[config.mk]
export PLATFORM = sky130hd
export DESIGN_NAME = trivium_seq_ctrl
export DESIGN_NICKNAME = d
export VERILOG_FILES = /design/src/rtl/trivium_seq_ctrl.sv
export SDC_FILE = /design/constraint.sdc
export NUM_CORES = 1
export LEC_CHECK = 0
export ABC_CLOCK_PERIOD_IN_PS = 7900
export BUFFER_PORTS_ARGS = -buffer_cell sky130_fd_sc_hd__buf_4
export CAP_MARGIN = 0
export CORE_MARGIN = 2
export CORE_UTILIZATION = 40
export DETAILED_ROUTE_END_ITERATION = 6
export PLACE_DENSITY_LB_ADDON = 0.15
export SLEW_MARGIN = 10
export SYNTH_ARGS = -nofsm -noshare
export SYNTH_HDL_FRONTEND = slang
export SYNTH_SLANG_ARGS = --single-unit
[constraint.sdc]
create_clock -name clk -period 7.9 [get_ports clk]
set_input_delay 1.58 -clock clk [delete_from_list [all_inputs] [get_ports clk]]
set_output_delay 1.58 -clock clk [all_outputs]
set_load 0.05 [all_outputs]
[src/rtl/trivium_seq_ctrl.sv]
// Trivium sequencer: serial key collection, IV capture, core load, 1152-round
// warm-up, and byte-wise XOR encryption with a per-key byte budget.
module trivium_seq_ctrl #(
    parameter int KEY_W      = 80,
    parameter int INIT_STEPS = 144,
    parameter int MAX_BYTES  = 65535
) (
    input  logic             clk,
    input  logic             rst,
    input  logic             key,
    input  logic             strob_key,
    input  logic [KEY_W-1:0] iv,
    input  logic [7:0]       data,
    input  logic             strob_data,
    input  logic [7:0]       core_ks,
    output logic             core_load,
    output logic [KEY_W-1:0] core_key,
    output logic [KEY_W-1:0] core_iv,
    output logic             core_step,
    output logic [7:0]       stream,
    output logic             stream_vld,
    output logic             wt_sgn,
    output logic [7:0]       sign_reg
);

    typedef enum logic [2:0] {
        S_IDLE   = 3'd0,
        S_KEY    = 3'd1,
        S_LOAD   = 3'd2,
        S_WARMUP = 3'd3,
        S_READY  = 3'd4,
        S_ERROR  = 3'd5
    } state_t;

    localparam logic [7:0] SG_OK    = 8'h00;
    localparam logic [7:0] SG_IDLE  = 8'h01;
    localparam logic [7:0] SG_KEY   = 8'h02;
    localparam logic [7:0] SG_WARM  = 8'h03;
    localparam logic [7:0] SG_REKEY = 8'h10;

    state_t             state_q, state_d;
    logic [KEY_W-1:0]   key_reg, key_d;
    logic [KEY_W-1:0]   iv_reg, iv_d;
    logic [6:0]         key_cnt, key_cnt_d;
    logic [7:0]         init_cnt, init_cnt_d;
    logic [15:0]        byte_cnt, byte_cnt_d;
    logic [7:0]         stream_d, sign_d;
    logic               vld_d;
    logic [KEY_W-1:0]   key_shift;

    // New key bit enters at the top, so the first bit received ends in bit 0.
    assign key_shift = {key, key_reg[KEY_W-1:1]};
    assign core_key  = key_reg;
    assign core_iv   = iv_reg;

    // State and datapath registers; reset drops everything back to IDLE at once.
    always_ff @(posedge clk or posedge rst) begin
        if (rst) begin
            state_q    <= S_IDLE;
            key_reg    <= '0;
            iv_reg     <= '0;
            key_cnt    <= '0;
            init_cnt   <= '0;
            byte_cnt   <= '0;
            stream     <= '0;
            stream_vld <= 1'b0;
            sign_reg   <= '0;
        end else begin
            state_q    <= state_d;
            key_reg    <= key_d;
            iv_reg     <= iv_d;
            key_cnt    <= key_cnt_d;
            init_cnt   <= init_cnt_d;
            byte_cnt   <= byte_cnt_d;
            stream     <= stream_d;
            stream_vld <= vld_d;
            sign_reg   <= sign_d;
        end
    end

    // Next-state, next-datapath and core control strobes.
    always_comb begin
        state_d    = state_q;
        key_d      = key_reg;
        iv_d       = iv_reg;
        key_cnt_d  = key_cnt;
        init_cnt_d = init_cnt;
        byte_cnt_d = byte_cnt;
        stream_d   = stream;
        vld_d      = 1'b0;
        sign_d     = sign_reg;
        core_load  = 1'b0;
        core_step  = 1'b0;
        wt_sgn     = 1'b0;
        case (state_q)
            S_IDLE: begin
                if (strob_key) begin
                    key_d      = key_shift;
                    key_cnt_d  = 7'd1;
                    byte_cnt_d = '0;
                    sign_d     = SG_OK;
                    state_d    = S_KEY;
                end else if (strob_data || data != 8'd0) begin
                    sign_d  = SG_IDLE;
                    state_d = S_ERROR;
                end
            end
            S_KEY: begin
                wt_sgn = 1'b1;
                if (strob_data) begin
                    sign_d  = SG_KEY;
                    state_d = S_ERROR;
                end else if (strob_key) begin
                    key_d     = key_shift;
                    key_cnt_d = key_cnt + 7'd1;
                    if (key_cnt == 7'(KEY_W - 1)) begin
                        iv_d    = iv;
                        state_d = S_LOAD;
                    end
                end
            end
            S_LOAD: begin
                wt_sgn     = 1'b1;
                core_load  = 1'b1;
                init_cnt_d = '0;
                state_d    = S_WARMUP;
            end
            S_WARMUP: begin
                wt_sgn    = 1'b1;
                core_step = 1'b1;
                if (strob_data) begin
                    sign_d  = SG_WARM;
                    state_d = S_ERROR;
                end else begin
                    init_cnt_d = init_cnt + 8'd1;
                    if (init_cnt == 8'(INIT_STEPS - 1))
                        state_d = S_READY;
                end
            end
            S_READY: begin
                if (strob_data) begin
                    core_step  = 1'b1;
                    stream_d   = data ^ core_ks;
                    vld_d      = 1'b1;
                    byte_cnt_d = byte_cnt + 16'd1;
                    if (byte_cnt == 16'(MAX_BYTES - 1)) begin
                        key_d   = '0;
                        sign_d  = SG_REKEY;
                        state_d = S_IDLE;
                    end
                end
                // Rekey overrides the budget exit; the byte above is still emitted.
                if (strob_key) begin
                    key_d      = key_shift;
                    key_cnt_d  = 7'd1;
                    byte_cnt_d = '0;
                    sign_d     = SG_OK;
                    state_d    = S_KEY;
                end
            end
            S_ERROR: begin
                key_d      = '0;
                iv_d       = '0;
                byte_cnt_d = '0;
                state_d    = S_IDLE;
            end
            default: state_d = S_IDLE;
        endcase
    end

endmodule

Word level (Yosys, flattened, before mapping)
Cells that the tools add are included.
Widths: inputs -> output; s select.
{"block": "classes", "n_addsub": 3, "eq_ne": 22, "n_mux": 44, "bitwise_logic": 1, "reduce_logical": 19}
{"cell": "$mux 80", "count": 8}
{"cell": "$pmux 80 s4", "count": 1}
{"cell": "$pmux 80 s2", "count": 1}
{"cell": "$mux 8", "count": 8}
{"cell": "$mux 16", "count": 3}
{"cell": "$pmux 16 s3", "count": 1}
{"cell": "$pmux 8 s4", "count": 1}
{"cell": "$mux 3", "count": 10}
{"cell": "$mux 7", "count": 3}
{"cell": "$ne 3x3->1 const B", "count": 6}
{"cell": "$add 16x1->16 const B", "count": 1}
{"cell": "$eq 16x16->1 const B", "count": 1}
{"cell": "$pmux 8 s2", "count": 1}
{"cell": "$pmux 3 s5", "count": 1}
{"cell": "$ne 2x2->1 const B", "count": 7}
{"cell": "$pmux 7 s2", "count": 1}
{"cell": "$reduce_and 4->1", "count": 3}
{"cell": "$reduce_and 6->1", "count": 2}
{"cell": "$add 8x1->8 const B", "count": 1}
{"cell": "$eq 8x8->1 const B", "count": 1}
{"cell": "$reduce_bool 4->1", "count": 2}
{"cell": "$reduce_bool 8->1", "count": 1}
{"cell": "$xor 8x8->8", "count": 1}
{"cell": "$add 7x1->7 const B", "count": 1}
{"cell": "other kinds (15)", "count": 23}
{"block": "word_totals", "register_bits": 211, "input_bits": 101, "output_inout_bits": 180, "wordCells": 98}

Longest topological paths before layout
Gate-level depths: netlist of run 1.
{"block": "depth", "ltp_word": 5, "mapped_depth": 9, "depth_no_buf": 7}

Worst setup path after synthesis of run 1
No wires, ideal clock.
{"block": "synth_path", "kind": "input-to-output", "start": "in strob_data", "end": "out core_step", "arrival_ns": 2.344, "required_ns": 6.320, "path_slack_ns": 3.976, "cell_stages": 4, "path_buffers": 2, "cell_sequence": "buf_2 > and3_1 > buf_2 > a31o_2"}
{"block": "synth_between", "elab_chain_cells": 2}
{"item": "start, declared", "line": "14", "source": "input logic strob_data,"}
{"item": "$mux 1", "line": "141", "source": "if (strob_data) begin"}
{"item": "$pmux 1 s2", "line": "95", "source": "case (state_q)"}
{"item": "end, declared", "line": "19", "source": "output logic core_step,"}
No other way between the ends.

Worst setup path in the final report of run 1
Same ends and word-level chain as after synthesis.

==> results.sh, run 1 <==
export IMPL_status="completed"
export IMPL_grt_pass1_wl_mm=35.49
export IMPL_avgSynthCellArea_um2=9.129
export IMPL_drive_gt1_share_pct=27.54
export IMPL_post_synth_inst_count=960
export IMPL_fin_skew_ns=0.01870
export IMPL_fin_crit_sh_pct=53.41
export IMPL_grt_usage_pct=18.20
export IMPL_fillCellCount=2026
export IMPL_synthAdderAreaFrac_pct=0.5711
export IMPL_yosys_mux_area_fraction_pct=0.6139
export IMPL_fin_crit_ns=4.219
export IMPL_cp_arrival_ns=2.64
export IMPL_synth_top_cell_by_area="dfrtp_1"
export IMPL_synthFlopType="dfrtp_1"
export IMPL_synth_warnings=0
export IMPL_overflow=0
export IMPL_drtPass1Iterations=5
export IMPL_synth_xor_area_share_pct=3.098
export IMPL_grt_max_degree=101
export IMPL_drc=0
export IMPL_vias_per_cell=4.760
export IMPL_finalCoreUtilization_pct=54.38
export IMPL_gp_congestion=0.7978
export IMPL_die_h_um=152.0
export IMPL_path_class="in2out"
export IMPL_hold_ws_ns=0.4784
export IMPL_start_util_pct=40.41
export IMPL_ctsResizeCount=0
export IMPL_start_kind="primary input"
export IMPL_clk_latency_ns=0.52
export IMPL_numCtsBuffers=23
export IMPL_max_freq_mhz=237.0
export IMPL_io_buffers=275
export IMPL_antenna_found_initial=0
export IMPL_irDropWorstVdd_v=0.0002475
export IMPL_root_buffer="clkbuf_16"
export IMPL_core_area_um2=21690
export IMPL_ys_top_cells_by_area="dfrtp_1, nand2_1, o21ai_1"
export IMPL_worst_ep_required_time_ns=6.32
export IMPL_synth_distinct_cells=45
export IMPL_drv_cap=0
export IMPL_tns_ns=0
export IMPL_slew_viol_final=0
export IMPL_cts_max_path_buffers=3
export IMPL_holdBufCountCts=0
export IMPL_nets=1309
export IMPL_hold_path_class="reg2reg"
export IMPL_n_antenna_cell=0
export IMPL_dieWidth_um=152.0
export IMPL_worstPathMaxFanout=18
export IMPL_synth_top_family_by_area="simple AND/OR/NAND/NOR gates"
export IMPL_relSlewSlack_pct=29.14
export IMPL_clock_sinks=206
export IMPL_powerDensity_nw_per_um2=411.0
export IMPL_die_area_um2=23110
export IMPL_htreeDepth=1
export IMPL_wl_per_cell_um=14.30
export IMPL_netlist_area_um2=8763
export IMPL_power_mw=4.848
export IMPL_crit_path_end_kind="output port"
export IMPL_area_growth_pct=34.59
export IMPL_synthSimpleGateAreaFrac_pct=20.43
export IMPL_grt_pass1_vias=6693
export IMPL_leakagePower_nw=5.836
export IMPL_tightestPinTransition_ns=1.063
export IMPL_ys_seq_elements=206
export IMPL_drt_iter0_markers=386
export IMPL_hold_violations=0
export IMPL_synth_edf_count=0
export IMPL_io_pins=281
export IMPL_cts_setup_buffers=0
export IMPL_setup_viol=0
export IMPL_vias=7140
export IMPL_rsz0062_at_grt="false"
export IMPL_mostFrequentLayoutCell="nand2_1"
export IMPL_synth_compound_area_share_pct=12.08
export IMPL_synthArstFlopShare_pct=100.0
export IMPL_drt_wl_total_mm=21.45
export IMPL_ys_seq_area_share_pct=58.82
export IMPL_ant_nets=0
export IMPL_cts_tree="built"
export IMPL_post_synth_top_area_fraction_pct=58.82
export IMPL_clk_pin_slew_ns=0.06
export IMPL_dpl_hpwl_mm=14.53
export IMPL_final_cell_mix="nand2_1, buf_4, dfrtp_1, o21ai_1, o21ai_0"
export IMPL_rows=54
## final timing paths
path                            depth (start not counted)                       end               startpoint  slack (ns)
worst max-delay path                                    4                 core_step               strob_data        3.68
worst min-delay path                                    2   core_iv[57]$_DFFE_PP0P_  core_iv[57]$_DFFE_PP0P_        0.48
worst max register to register                          7  core_key[36]$_DFFE_PP0P_   state_q[1]$_DFFE_PP0P_        4.80
worst min register to register                          2   core_iv[57]$_DFFE_PP0P_  core_iv[57]$_DFFE_PP0P_        0.48
max in group asynchronous                               3   core_iv[75]$_DFFE_PP0P_                      rst        5.40
min in group asynchronous                               2   core_iv[10]$_DFFE_PP0P_                      rst        1.14
## metrics by stage
stage	setup slack, ns	cell area, um^2	instances
finish	3.681	11800	1500
CTS	3.672	11800	1500
floorplan	0.6959	8778	964
detailed placement	3.675	10930	1459
global route	3.598	11800	1500
global placement	3.714	10930	1459
## metal layers
layer  wire length, um  vias to the layer above  GRT usage, %
met4               520                        0         5.563
met3              1273                       36         3.993
li1                  -                     3613             -
met2              9829                      203         28.51
met5                 0                        -             0
met1              9824                     3288         25.47
## cells in the mapped netlist (12+ instances only)
master,count
xor2_1,18
o21ai_0,83
xnor2_1,13
dfrtp_1,206
buf_4,17
buf_2,22
nor2_1,45
nand4_1,12
nand2_1,339
o21ai_1,91
a21oi_1,17
clkbuf_1,28
## kinds of logic after synthesis
logic type / Yosys count
AND/OR/NAND/NOR: 436
buffers and inverters: 75
other: 1
adder cells (fa/ha/maj): 4
AO/OA/AOI/OAI: 202
XOR/XNOR: 31
flip-flops: 206
multiplexers: 5
## power breakdown
| part | switching, mW | internal [mW] |
|---|---|---|
| Clock | 0.429 | 0.767 |
| Combinational | 1.58 | 0.565 |
| Sequential | 0.184 | 1.32 |
## cell type report
| type | count | area [um^2] | area share (%) |
|---|---|---|---|
| Multi-Input combinational cell | 683 | 3264 | 27.68 |
| Clock buffer | 33 | 683.2 | 5.792 |
| Tap cell | 280 | 350.3 | 2.970 |
| Timing Repair Buffer | 283 | 2125 | 18.01 |
| Clock inverter | 8 | 183.9 | 1.559 |
| Sequential cell | 206 | 5155 | 43.70 |
| Inverter | 7 | 33.78 | 0.2864 |
## worst max-delay path, stage by stage
cell and delay (ns):
buf_4 0.15, and3_1 0.52, a31o_2 0.20, buf_4 0.19
(Power assumes the default switching activity.)
==> run 2: changes to the inputs <==
ABC_CLOCK_PERIOD_IN_PS = 3900   (was 7900)
clock period = 3.9 ns   (was 7.9 ns; I/O delays follow)
==> results.sh, run 2 (synthesized netlist as in run 1, its figures left out) <==
export IMPL_leakagePower_nw=5.803
export IMPL_die_h_um=152.0
export IMPL_io_buffers=275
export IMPL_fin_crit_sh_pct=78.36
export IMPL_fin_crit_ns=3.056
export IMPL_cts_setup_buffers=0
export IMPL_drive_gt1_share_pct=27.30
export IMPL_worst_slack_ns=0.8438
export IMPL_crit_path_end_kind="output port"
export IMPL_holdBufCountCts=0
export IMPL_path_class="reg2out"
export IMPL_area_growth_pct=34.04
export IMPL_rsz0062_at_grt="false"
export IMPL_placed_area_um2=11020
export IMPL_dp_cells=1462
export IMPL_n_antenna_cell=0
export IMPL_ant_nets=0
export IMPL_grt_usage_pct=18.45
export IMPL_nets=1312
export IMPL_drt_wl_total_mm=21.59
export IMPL_clock_sinks=206
export IMPL_clk_pin_slew_ns=0.06
export IMPL_status="completed"
export IMPL_mostFrequentLayoutCell="nand2_1"
export IMPL_tns_ns=0
export IMPL_wl_per_cell_um=14.40
export IMPL_cp_startpoint="state_q[1]$_DFFE_PP0P_"
export IMPL_clk_latency_ns=0.50
export IMPL_grt_pass1_wl_mm=35.82
export IMPL_reg2reg_from="state_q[0]$_DFFE_PP0P_"
export IMPL_root_buffer="clkbuf_16"
export IMPL_overflow=0
export IMPL_drv_cap=0
export IMPL_hold_violations=0
export IMPL_max_freq_mhz=327.2
export IMPL_drc=0
export IMPL_drt_iter0_markers=343
export IMPL_setup_viol=0
export IMPL_dieWidth_um=152.0
export IMPL_drtPass1Iterations=6
export IMPL_cp_arrival_ns=2.28
export IMPL_fin_skew_ns=0.006572
export IMPL_dp_slack_ns=1.266
export IMPL_stdcell_count=1500
export IMPL_fin_area_um2=11750
export IMPL_cts_tree="built"
export IMPL_start_util_pct=40.41
export IMPL_vias=7140
export IMPL_io_pins=281
export IMPL_cts_max_path_buffers=3
export IMPL_relSlewSlack_pct=27.94
export IMPL_hold_ws_ns=0.4769
export IMPL_gp_congestion=0.8035
export IMPL_grt_max_degree=95
export IMPL_tightestPinTransition_ns=1.081
export IMPL_slew_viol_final=0
export IMPL_grt_pass1_vias=6792
export IMPL_numCtsBuffers=23
export IMPL_fillCellCount=2068
export IMPL_worstPathMaxFanout=18
export IMPL_finalCoreUtilization_pct=54.16
export IMPL_ctsResizeCount=0
export IMPL_power_mw=9.562
export IMPL_htreeDepth=1
export IMPL_dpl_hpwl_mm=14.85
export IMPL_start_kind="flop"
export IMPL_worst_ep_required_time_ns=3.12
export IMPL_irDropWorstVdd_v=0.0006244
export IMPL_die_area_um2=23110
export IMPL_final_cell_mix="nand2_1, buf_4, dfrtp_1, o21ai_1, o21ai_0"
export IMPL_vias_per_cell=4.760
export IMPL_antenna_found_initial=1
export IMPL_core_area_um2=21690
export IMPL_hold_path_class="in2async"
export IMPL_powerDensity_nw_per_um2=814.0
export IMPL_rows=54
[run 2: where the power goes]
group          internal (mW)  switching [mW]
clock                   1.26           0.828
combinational           1.21            3.21
sequential              2.68           0.375
total                   5.15            4.41
[run 2: area by class of cell]
| cell class | count | area, um^2 | share of cell area [%] |
|---|---|---|---|
| Inverter | 7 | 30.03 | 0.2556 |
| Clock buffer | 35 | 680.7 | 5.795 |
| Timing Repair Buffer | 286 | 2222 | 18.92 |
| Multi-Input combinational cell | 683 | 3264 | 27.79 |
| Clock inverter | 3 | 43.79 | 0.3728 |
| Sequential cell | 206 | 5155 | 43.89 |
| Tap cell | 280 | 350.3 | 2.983 |
[run 2: routing by layer]
layer | track usage [%] | wire [um] | vias to the layer above
met5 | 0 | 13 | -
met4 | 4.984 | 477 | 2
met2 | 29.15 | 10030 | 181
met1 | 26.14 | 9999 | 3308
met3 | 3.708 | 1076 | 34
li1 | - | - | 3615
[run 2: worst paths after layout]
check,endpoint,slack (ns),depth (start not counted)
min,core_iv[26]$_DFFE_PP0P_,0.48,2
min reg2reg,core_iv[2]$_DFFE_PP0P_,0.48,2
min in group clk,core_iv[2]$_DFFE_PP0P_,0.48,2
max,core_step,0.84,4
max reg2reg,core_iv[78]$_DFFE_PP0P_,1.30,5
max in group asynchronous,core_key[76]$_DFFE_PP0P_,2.50,3
[run 2: worst max-delay path, stage by stage (launching register included)]
cell and delay, ns:
dfrtp_1 0.58, nor2_4 0.27, and3_1 0.53, a31o_2 0.20
buf_4 0.19
==> run 3: changes to the inputs <==
ABC_CLOCK_PERIOD_IN_PS = 3100   (was 3900)
clock period = 3.1 ns   (was 3.9 ns; I/O delays follow)
==> results.sh, run 3 (synthesized netlist as in run 1, its figures left out) <==
export IMPL_status="completed"
export IMPL_p_clk_share_pct=21.7
export IMPL_start_kind="flop"
export IMPL_clk_pin_slew_ns=0.06
export IMPL_die_area_um2=23110
export IMPL_hold_path_class="in2async"
export IMPL_worst_slack_ns=0.4390
export IMPL_root_buffer="clkbuf_16"
export IMPL_drt_wl_total_mm=21.73
export IMPL_overflow=0
export IMPL_hold_violations=0
export IMPL_tightestPinTransition_ns=0.8376
export IMPL_dp_slack_ns=0.7947
export IMPL_rows=54
export IMPL_nets=1314
export IMPL_cts_max_path_buffers=3
export IMPL_rr_worst_depth=5
export IMPL_pwr_share_seq_pct=31.9
export IMPL_fin_skew_ns=0.01468
export IMPL_reg2reg_from="state_q[0]$_DFFE_PP0P_"
export IMPL_cts_setup_buffers=0
export IMPL_drt_iter0_markers=410
export IMPL_relSlewSlack_pct=43.96
export IMPL_setup_viol=0
export IMPL_n_antenna_cell=0
export IMPL_max_freq_mhz=375.8
export IMPL_fin_crit_ns=2.661
export IMPL_crit_path_end_kind="output port"
export IMPL_core_area_um2=21690
export IMPL_seq_area_um2=5155
export IMPL_mostFrequentLayoutCell="nand2_1"
export IMPL_die_h_um=152.0
export IMPL_p_comb_share_pct=46.5
export IMPL_tns_ns=0
export IMPL_powerDensity_nw_per_um2=1026
export IMPL_rsz0062_at_grt="false"
export IMPL_drv_cap=0
export IMPL_ctsResizeCount=0
export IMPL_p_sw_share_pct=46.26
export IMPL_dieWidth_um=152.0
export IMPL_power_switching_mw=5.591
export IMPL_r2r_setup_slack_ns=0.79
export IMPL_wl_per_cell_um=14.43
export IMPL_clock_sinks=206
export IMPL_r2r_end="core_iv[56]$_DFFE_PP0P_"
export IMPL_multi_input_area_um2=3264
export IMPL_cts_tree="built"
export IMPL_worstPathMaxFanout=18
export IMPL_fin_crit_sh_pct=85.84
export IMPL_area_growth_pct=34.42
export IMPL_drc=0
export IMPL_start_util_pct=40.41
export IMPL_numCtsBuffers=24
export IMPL_drive_gt1_share_pct=27.08
export IMPL_grt_max_degree=117
export IMPL_fillCellCount=2068
export IMPL_vias=7167
export IMPL_gp_congestion=0.8014
export IMPL_slew_viol_final=0
export IMPL_irDropWorstVdd_v=0.0005517
export IMPL_clk_latency_ns=0.51
export IMPL_grt_usage_pct=18.60
export IMPL_final_cell_mix="nand2_1, buf_4, dfrtp_1, o21ai_1, o21ai_0"
export IMPL_grt_pass1_vias=6837
export IMPL_dpl_hpwl_mm=14.79
export IMPL_htreeDepth=1
export IMPL_ant_nets=0
export IMPL_cp_arrival_ns=2.04
export IMPL_drtPass1Iterations=4
export IMPL_io_buffers=275
export IMPL_worst_ep_required_time_ns=2.48
export IMPL_grt_pass1_wl_mm=36.16
export IMPL_io_pins=281
export IMPL_p_int_mw=6.495
export IMPL_finalCoreUtilization_pct=54.32
export IMPL_path_class="reg2out"
export IMPL_leakagePower_nw=5.820
export IMPL_vias_per_cell=4.759
export IMPL_antenna_found_initial=1
export IMPL_power_mw=12.09
export IMPL_holdBufCountCts=0
==> run 3: cell count changes in the layout (fill, tap and decap cells not counted), sizes merged <==
| cell | previous run | this run |
|---|---|---|
| bufinv | 1 | 0 |
| clkbuf | 35 | 41 |
| clkinv | 1 | 2 |
| inv | 7 | 6 |
| buf | 286 | 287 |
==> run 3: power by group through the flow <==
stage	Sequential, mW	Combinational [mW]	Clock (mW)
2_1_floorplan	5.92	1.94	0
3_3_place_gp	3.87	5.64	0
3_5_place_dp	3.89	5.69	0
4_1_cts	3.85	5.68	2.69
5_1_grt	3.96	6.05	2.81
6_report	3.85	5.61	2.62
==> run 3: layer usage <==
layer  track usage (%)  vias to the layer above  part of all wire (%)
li1                  -                     3627                     -
met1             26.33                     3323                    45
met2             29.37                      179                    47
met3             4.164                       36                   5.6
met4             4.406                        2                   2.2
met5                 0                        -                 0.060
==> run 3: worst max-delay path, stage by stage (launching register included) <==
cell and delay (ns):
dfrtp_1 0.74, inv_1 0.28, a31o_2 0.32, buf_4 0.19
==> run 3: cell type report <==
| class | instances | share of cell area, % |
|---|---|---|
| Clock buffer | 41 | 6.075 |
| Clock inverter | 2 | 0.08497 |
| Inverter | 7 | 0.2549 |
| Multi-Input combinational cell | 683 | 27.71 |
| Sequential cell | 206 | 43.76 |
| Tap cell | 280 | 2.974 |
| Timing Repair Buffer | 287 | 19.14 |
==> run 3: worst max path at each step <==
stage	start	to	slack, ns	depth (start not counted)
after CTS	state_q[2]$_DFFE_PP0P_	core_step	0.45	3
after detailed placement	state_q[0]$_DFFE_PP0P_	core_iv[56]$_DFFE_PP0P_	0.79	5
after global routing	state_q[2]$_DFFE_PP0P_	core_step	0.36	3
after global placement	state_q[0]$_DFFE_PP0P_	core_iv[50]$_DFFE_PP0P_	0.86	5
after floorplan	rst	byte_cnt[0]$_DFFE_PP0P_	-0.19	1
final	state_q[2]$_DFFE_PP0P_	core_step	0.44	3
==> run 3: through the flow <==
| step | cell area [um^2] | hold WS, ns | instances |
|---|---|---|---|
| final | 11780 | 0.2645 | 1506 |
| after global routing | 11780 | 0.3070 | 1506 |
| after CTS | 11780 | 0.3129 | 1506 |
| after detailed placement | 11050 | 0.4713 | 1463 |
| after global placement | 11050 | 0.4625 | 1463 |
| after floorplan | 8782 | 0.4749 | 964 |
